===== src/rtl/decoder_scan_sequencer.sv =====
`default_nettype none
// ============================================================================
// Module   : decoder_scan_sequencer
// Purpose  : Steps a 3-to-8 decoder through its unmasked addresses, holding
//            each for dwell+1 cycles with a one-cycle enable gap between them.
// Revision : 1.0
// ============================================================================
module decoder_scan_sequencer #(
  parameter int DWELL_W = 8
) (
  input  logic               clk,
  input  logic               reset,
  input  logic               start,
  input  logic               stop,
  input  logic               mode,
  input  logic [DWELL_W-1:0] dwell,
  input  logic [7:0]         skip_mask,
  output logic               A0,
  output logic               A1,
  output logic               A2,
  output logic               enable,
  output logic               busy,
  output logic               done
);

  typedef enum logic [1:0] {
    S_IDLE = 2'd0,
    S_SCAN = 2'd1,
    S_GAP  = 2'd2,
    S_DONE = 2'd3
  } state_t;

  state_t               state_q, state_d;
  logic [2:0]           addr_q, addr_d;
  logic [DWELL_W-1:0]   cnt_q, cnt_d;
  logic                 mode_q, mode_d;
  logic [DWELL_W-1:0]   dwell_q, dwell_d;
  logic [7:0]           mask_q, mask_d;
  logic                 enable_q, busy_q, done_q;
  logic                 enable_d, busy_d, done_d;
  logic [2:0]           w_cfg_first;
  logic [2:0]           w_in_first;
  logic [3:0]           w_next;

  function automatic logic [2:0] lowest_clear(input logic [7:0] m);
    logic [2:0] idx;
    idx = 3'd0;
    for (int i = 7; i >= 0; i--) begin
      if (!m[i]) idx = 3'(i);
    end
    return idx;
  endfunction

  // Returns {found, index} of the lowest unmasked address at or above lo.
  function automatic logic [3:0] clear_from(input logic [7:0] m, input int lo);
    logic [3:0] res;
    res = 4'd0;
    for (int i = 7; i >= 0; i--) begin
      if (i >= lo && !m[i]) res = {1'b1, 3'(i)};
    end
    return res;
  endfunction

  assign w_cfg_first = lowest_clear(mask_q);
  assign w_in_first  = lowest_clear(skip_mask);
  assign w_next      = clear_from(mask_q, int'(addr_q) + 1);

  always_comb begin
    state_d = state_q;
    addr_d  = addr_q;
    cnt_d   = cnt_q;
    mode_d  = mode_q;
    dwell_d = dwell_q;
    mask_d  = mask_q;
    case (state_q)
      S_IDLE: begin
        addr_d = 3'd0;
        cnt_d  = '0;
        if (start && !stop) begin
          mode_d  = mode;
          dwell_d = dwell;
          mask_d  = skip_mask;
          if (skip_mask == 8'hFF) begin
            state_d = S_DONE;
          end else begin
            state_d = S_SCAN;
            addr_d  = w_in_first;
            cnt_d   = dwell;
          end
        end
      end
      S_SCAN: begin
        if (stop) begin
          state_d = S_IDLE;
          addr_d  = 3'd0;
          cnt_d   = '0;
        end else if (cnt_q == '0) begin
          if (w_next[3]) begin
            state_d = S_GAP;
            addr_d  = w_next[2:0];
          end else if (mode_q) begin
            state_d = S_GAP;
            addr_d  = w_cfg_first;
          end else begin
            state_d = S_DONE;
            addr_d  = 3'd0;
          end
        end else begin
          cnt_d = cnt_q - {{(DWELL_W-1){1'b0}}, 1'b1};
        end
      end
      S_GAP: begin
        if (stop) begin
          state_d = S_IDLE;
          addr_d  = 3'd0;
          cnt_d   = '0;
        end else begin
          state_d = S_SCAN;
          cnt_d   = dwell_q;
        end
      end
      S_DONE: begin
        state_d = S_IDLE;
        addr_d  = 3'd0;
      end
      default: begin
        state_d = S_IDLE;
        addr_d  = 3'd0;
        cnt_d   = '0;
      end
    endcase
  end

  // Outputs are decoded from the next state so they change on the same edge.
  always_comb begin
    enable_d = (state_d == S_SCAN);
    busy_d   = (state_d == S_SCAN) || (state_d == S_GAP);
    done_d   = (state_d == S_DONE);
  end

  always_ff @(posedge clk) begin
    if (reset) begin
      state_q  <= S_IDLE;
      addr_q   <= 3'd0;
      cnt_q    <= '0;
      mode_q   <= 1'b0;
      dwell_q  <= '0;
      mask_q   <= 8'd0;
      enable_q <= 1'b0;
      busy_q   <= 1'b0;
      done_q   <= 1'b0;
    end else begin
      state_q  <= state_d;
      addr_q   <= addr_d;
      cnt_q    <= cnt_d;
      mode_q   <= mode_d;
      dwell_q  <= dwell_d;
      mask_q   <= mask_d;
      enable_q <= enable_d;
      busy_q   <= busy_d;
      done_q   <= done_d;
    end
  end

  assign A0     = addr_q[0];
  assign A1     = addr_q[1];
  assign A2     = addr_q[2];
  assign enable = enable_q;
  assign busy   = busy_q;
  assign done   = done_q;

endmodule
`default_nettype wire


===== config.mk =====
export PLATFORM = sky130hd
export DESIGN_NAME = decoder_scan_sequencer
export DESIGN_NICKNAME = d
export VERILOG_FILES = /design/src/rtl/decoder_scan_sequencer.sv
export SDC_FILE = /design/constraint.sdc
export NUM_CORES = 1
export LEC_CHECK = 0
export ABC_AREA = 1
export CORE_ASPECT_RATIO = 1.4
export CORE_UTILIZATION = 25
export DETAILED_ROUTE_END_ITERATION = 8
export GPL_TIMING_DRIVEN = 0
export PLACE_DENSITY = 0.39
export SLEW_MARGIN = 10
export SYNTH_ARGS = -nofsm -noshare
export SYNTH_HDL_FRONTEND = slang
export SYNTH_SLANG_ARGS = --single-unit

===== constraint.sdc =====
create_clock -name clk -period 3 [get_ports clk]
set_clock_uncertainty 0.15 [all_clocks]
set_input_delay 0.9 -clock clk [delete_from_list [all_inputs] [get_ports clk]]
set_output_delay 0.9 -clock clk [all_outputs]
set_load 0.1 [all_outputs]

==> impl_metrics.py <==
metrics = {
    "grt": {
        "number_of_global_route_vias_before_repair": 2102,
        "grt_pass1_wl_um": 9901,
        "largest_net_degree_at_the_start_of_global_routing": 11,
        "global_route.overflow_total": 0,
        "grtUsageTotal_pct": 15.48,
        "grt_antenna_before_repair": 0,
    },
    "detailed_routing": {
        "routed_wire_length_per_instance_um": 13.84,
        "detail_route.wirelength_um": 5980,
        "num_vias": 2016,
        "avgViaCountPerCell": 4.667,
        "detail-route-antenna-nets": 0,
        "route.detailed.drc": 0,
        "drt_pass1_iterations": 4,
        "drt-initial-drc-count": 70,
    },
    "flow_run": {
        "cap_viol_max_count": 0,
    },
    "finish": {
        "antennaDiodeCount": 0,
        "share_of_final_layout_standard_cells_stronger_than_drive_strength_1_pct": 10.84,
        "nNetsFinal": 361,
        "final_cell_area_um2": 2511,
        "area.growth.synth_to_final_pct": 23.36,
    },
    "critical_path": {
        "timing.critical_path.cells": "clkdlybuf4s50_1",
        "critical_path.top_delay_family": "buffers and inverters",
        "worst-path-buf-inv": 1,
        "critical_path.max_fanout": 1,
        "critPathMaxStageDelay_ns": 1.12,
        "critPathSlowestCell": "sky130_fd_sc_hd__clkdlybuf4s50_1",
        "setup.worst_path.start_class": "flop",
        "worst-setup-path-type": "flop to output port",
        "critPathCaptureType": "output port",
        "critical_path_arrival_ns": 1.72,
        "worst_ep_required_time_ns": 1.95,
    },
    "clock_tree": {
        "clock_latency_ns": 0.29,
        "cts_buf_count": 5,
        "cts_num_sinks": 33,
        "cts.path.max_buffers": 2,
        "cts-root-buf": "sky130_fd_sc_hd__clkbuf_8",
        "htree_levels": 2,
        "tritoncts": "built",
        "clk_transition_reported_paths_ns": 0.07,
    },
    "timing": {
        "rsz0062_at_grt": "no",
        "tns_ns": 0,
        "period_minus_slack_ns": 2.769,
        "maxSlewViolCount": 0,
        "max_clock_freq_mhz": 361.1,
        "share_of_the_cycle_needed_by_the_critical_path_after_routing_pct": 92.31,
        "hold-worst-slack_ns": 0.3059,
        "slew-limit-headroom_pct": 35.49,
        "setup_violations": 0,
        "max_slew.worst_pin.slew_ns": 0.9647,
        "timing.final.hold_violations": 0,
    },
    "status": {
        "run_status": "complete, no violations",
    },
    "placed_design": {
        "post_dp_cell_area_um2": 2421,
        "buffer_ports.inserted": 26,
        "place.detailed.hpwl_um": 4641,
        "gp_congestion": 0.7611,
    },
    "synthesis": {
        "synth_nets": 328,
        "ys_warn_count": 0,
        "ys_seq_elements": 33,
        "synth.cell_area_um2": 2036,
        "synthCells": 298,
        "netlist-cell-type-count": 34,
        "mean_cell_area_of_the_mapped_netlist_um2": 6.831,
        "seq_area_frac_synth_pct": 32.45,
    },
    "floorplan": {
        "initial_cell_density_of_the_core_pct": 26.11,
        "i_o_pin_count": 27,
        "die_width_um": 78.27,
        "design.core.area_um2": 7797,
        "die_height_um": 108.8,
        "fp.dieArea_um2": 8513,
        "rows": 38,
    },
    "worst_hold_path": {
        "hold_class": "flop to flop",
    },
    "power_and_ir_drop": {
        "power_report.internal_total_mw": 0.9073,
        "p_leak_nw": 1.025,
        "ir_worst_vdd_mv": 0.2185,
        "power.density_cell_area_nw_per_um2": 633.2,
        "power_frac_comb_pct": 44.1,
        "p_clk_share_pct": 21.1,
        "switching_share_pct": 42.94,
        "sequentialPowerShare_pct": 34.8,
        "power.switching_mw": 0.6828,
    },
}
[cell usage in the layout, fill, tap and decap left out, types with 4 or more instances in the layout]
cell type,instances
sky130_fd_sc_hd__inv_1,43
sky130_fd_sc_hd__o21ai_1,15
sky130_fd_sc_hd__nand3_1,11
sky130_fd_sc_hd__nor2_1,18
sky130_fd_sc_hd__a31oi_1,6
sky130_fd_sc_hd__o21ai_0,22
sky130_fd_sc_hd__clkdlybuf4s50_1,23
sky130_fd_sc_hd__nor2_2,4
sky130_fd_sc_hd__clkbuf_1,6
sky130_fd_sc_hd__clkbuf_8,5
sky130_fd_sc_hd__nand4_1,5
sky130_fd_sc_hd__o22ai_1,6
sky130_fd_sc_hd__a21oi_1,36
sky130_fd_sc_hd__dfxtp_1,33
sky130_fd_sc_hd__nand2_1,47
sky130_fd_sc_hd__inv_2,10
sky130_fd_sc_hd__ha_1,9
[worst register-to-register path, stage by stage (launching register included)]
cell and delay (ns):
sky130_fd_sc_hd__dfxtp_1 0.44, sky130_fd_sc_hd__ha_1 0.28, sky130_fd_sc_hd__inv_1 0.08, sky130_fd_sc_hd__nand2_1 0.09, sky130_fd_sc_hd__nand3_1 0.10, sky130_fd_sc_hd__nand3_1 0.10, sky130_fd_sc_hd__nand2_1 0.09, sky130_fd_sc_hd__nor2_2 0.18
sky130_fd_sc_hd__nand4_1 0.13, sky130_fd_sc_hd__nand4_1 0.08, sky130_fd_sc_hd__o21ai_1 0.09, sky130_fd_sc_hd__inv_1 0.09, sky130_fd_sc_hd__ha_1 0.22, sky130_fd_sc_hd__nor2_1 0.11
[sequential cells by signal (all words and copies together) (netlist names)]
register / flops
state_q: 2
enable: 1
busy: 1
dwell_q: 8
done: 1
mode_q: 1
addr_q: 3
mask_q: 8
cnt_q: 8
[worst paths after layout]
kind | end | cells past startpoint | slack (ns) | from
max | done | 1 | 0.23 | done
min | dwell_q[4] | 2 | 0.31 | dwell_q[4]
max reg2reg | busy | 13 | 0.69 | addr_q[0]
min reg2reg | dwell_q[4] | 2 | 0.31 | dwell_q[4]
[kinds of logic after synthesis]
kind of cell,Yosys count,synth area share (%)
AND/OR/NAND/NOR,100,23.79
flip-flops,33,32.45
XOR/XNOR,3,1.291
AO/OA/AOI/OAI,92,25.51
buffers and inverters,61,11.43
adder cells (fa/ha/maj),9,5.532
[cell usage after synthesis (all sizes together)]
cell type,number,area (µm²)
a21boi,1,7.510
a21oi,37,188.9
a31oi,6,37.54
buf,1,5.000
clkbuf,5,18.77
clkinv,1,3.750
dfxtp,33,660.6
ha,9,112.6
inv,54,205.2
nand2,50,195.2
nand3,14,92.59
nand4,5,31.28
nor2,25,126.4
nor3,3,15.01
nor4,1,6.260
nor4b,1,8.760
o211ai,3,27.52
o21a,1,7.510
o21ai,37,185.2
o22ai,6,37.54
o32ai,1,27.53
or2,1,8.760
xnor2,2,17.52
xor2,1,8.760
[power by group through the flow]
stage	clock (mW)	combinational [mW]	sequential, mW
floorplan	0	0.448	0.646
global placement	0	0.711	0.563
detailed placement	0	0.706	0.563
CTS	0.351	0.711	0.554
global route	0.369	0.786	0.563
finish	0.336	0.701	0.553
[per-layer routing]
| metal | routed length [µm] | global-route usage, % | part of all wire, % |
|---|---|---|---|
| met3 | 110 | 2.092 | 1.8 |
| met1 | 2431 | 15.74 | 41 |
| met2 | 3296 | 30.89 | 55 |
| met5 | 0 | 0 | 0 |
| met4 | 142 | 6.746 | 2.4 |
[repair_timing]
| item | CTS | global route |
|---|---|---|
| hold buffers | 0 | 0 |
| resized for setup | 0 | 3 |
| setup buffers | 0 | 0 |
| setup endpoints to repair | 0 | 3 |
[stage by stage]
step | worst slack [ns] | utilization, % | std cells | power, mW
final | 0.2308 | 32.20 | 432 | 1.590
after global routing | 0.1860 | 32.20 | 432 | 1.719
after CTS | 0.004382 | 32.11 | 432 | 1.616
after detailed placement | 0.001037 | 31.05 | 424 | 1.270
after global placement | 0.02452 | 31.05 | 424 | 1.274
after floorplan | 0.2497 | - | 298 | 1.094
[cell type report]
| class | instances | area, µm² |
|---|---|---|
| clock buffers | 6 | 72.57 |
| fillers | 901 | 5286 |
| plain buffers | 6 | 23.77 |
| repair buffers | 26 | 267.8 |
| flip-flops and latches | 33 | 660.6 |
| well taps | 100 | 125.1 |
| clock inverters | 2 | 10.01 |
| inverters | 55 | 209.0 |
| multi-input cells | 204 | 1142 |
Power figures use the tool's default switching activity.
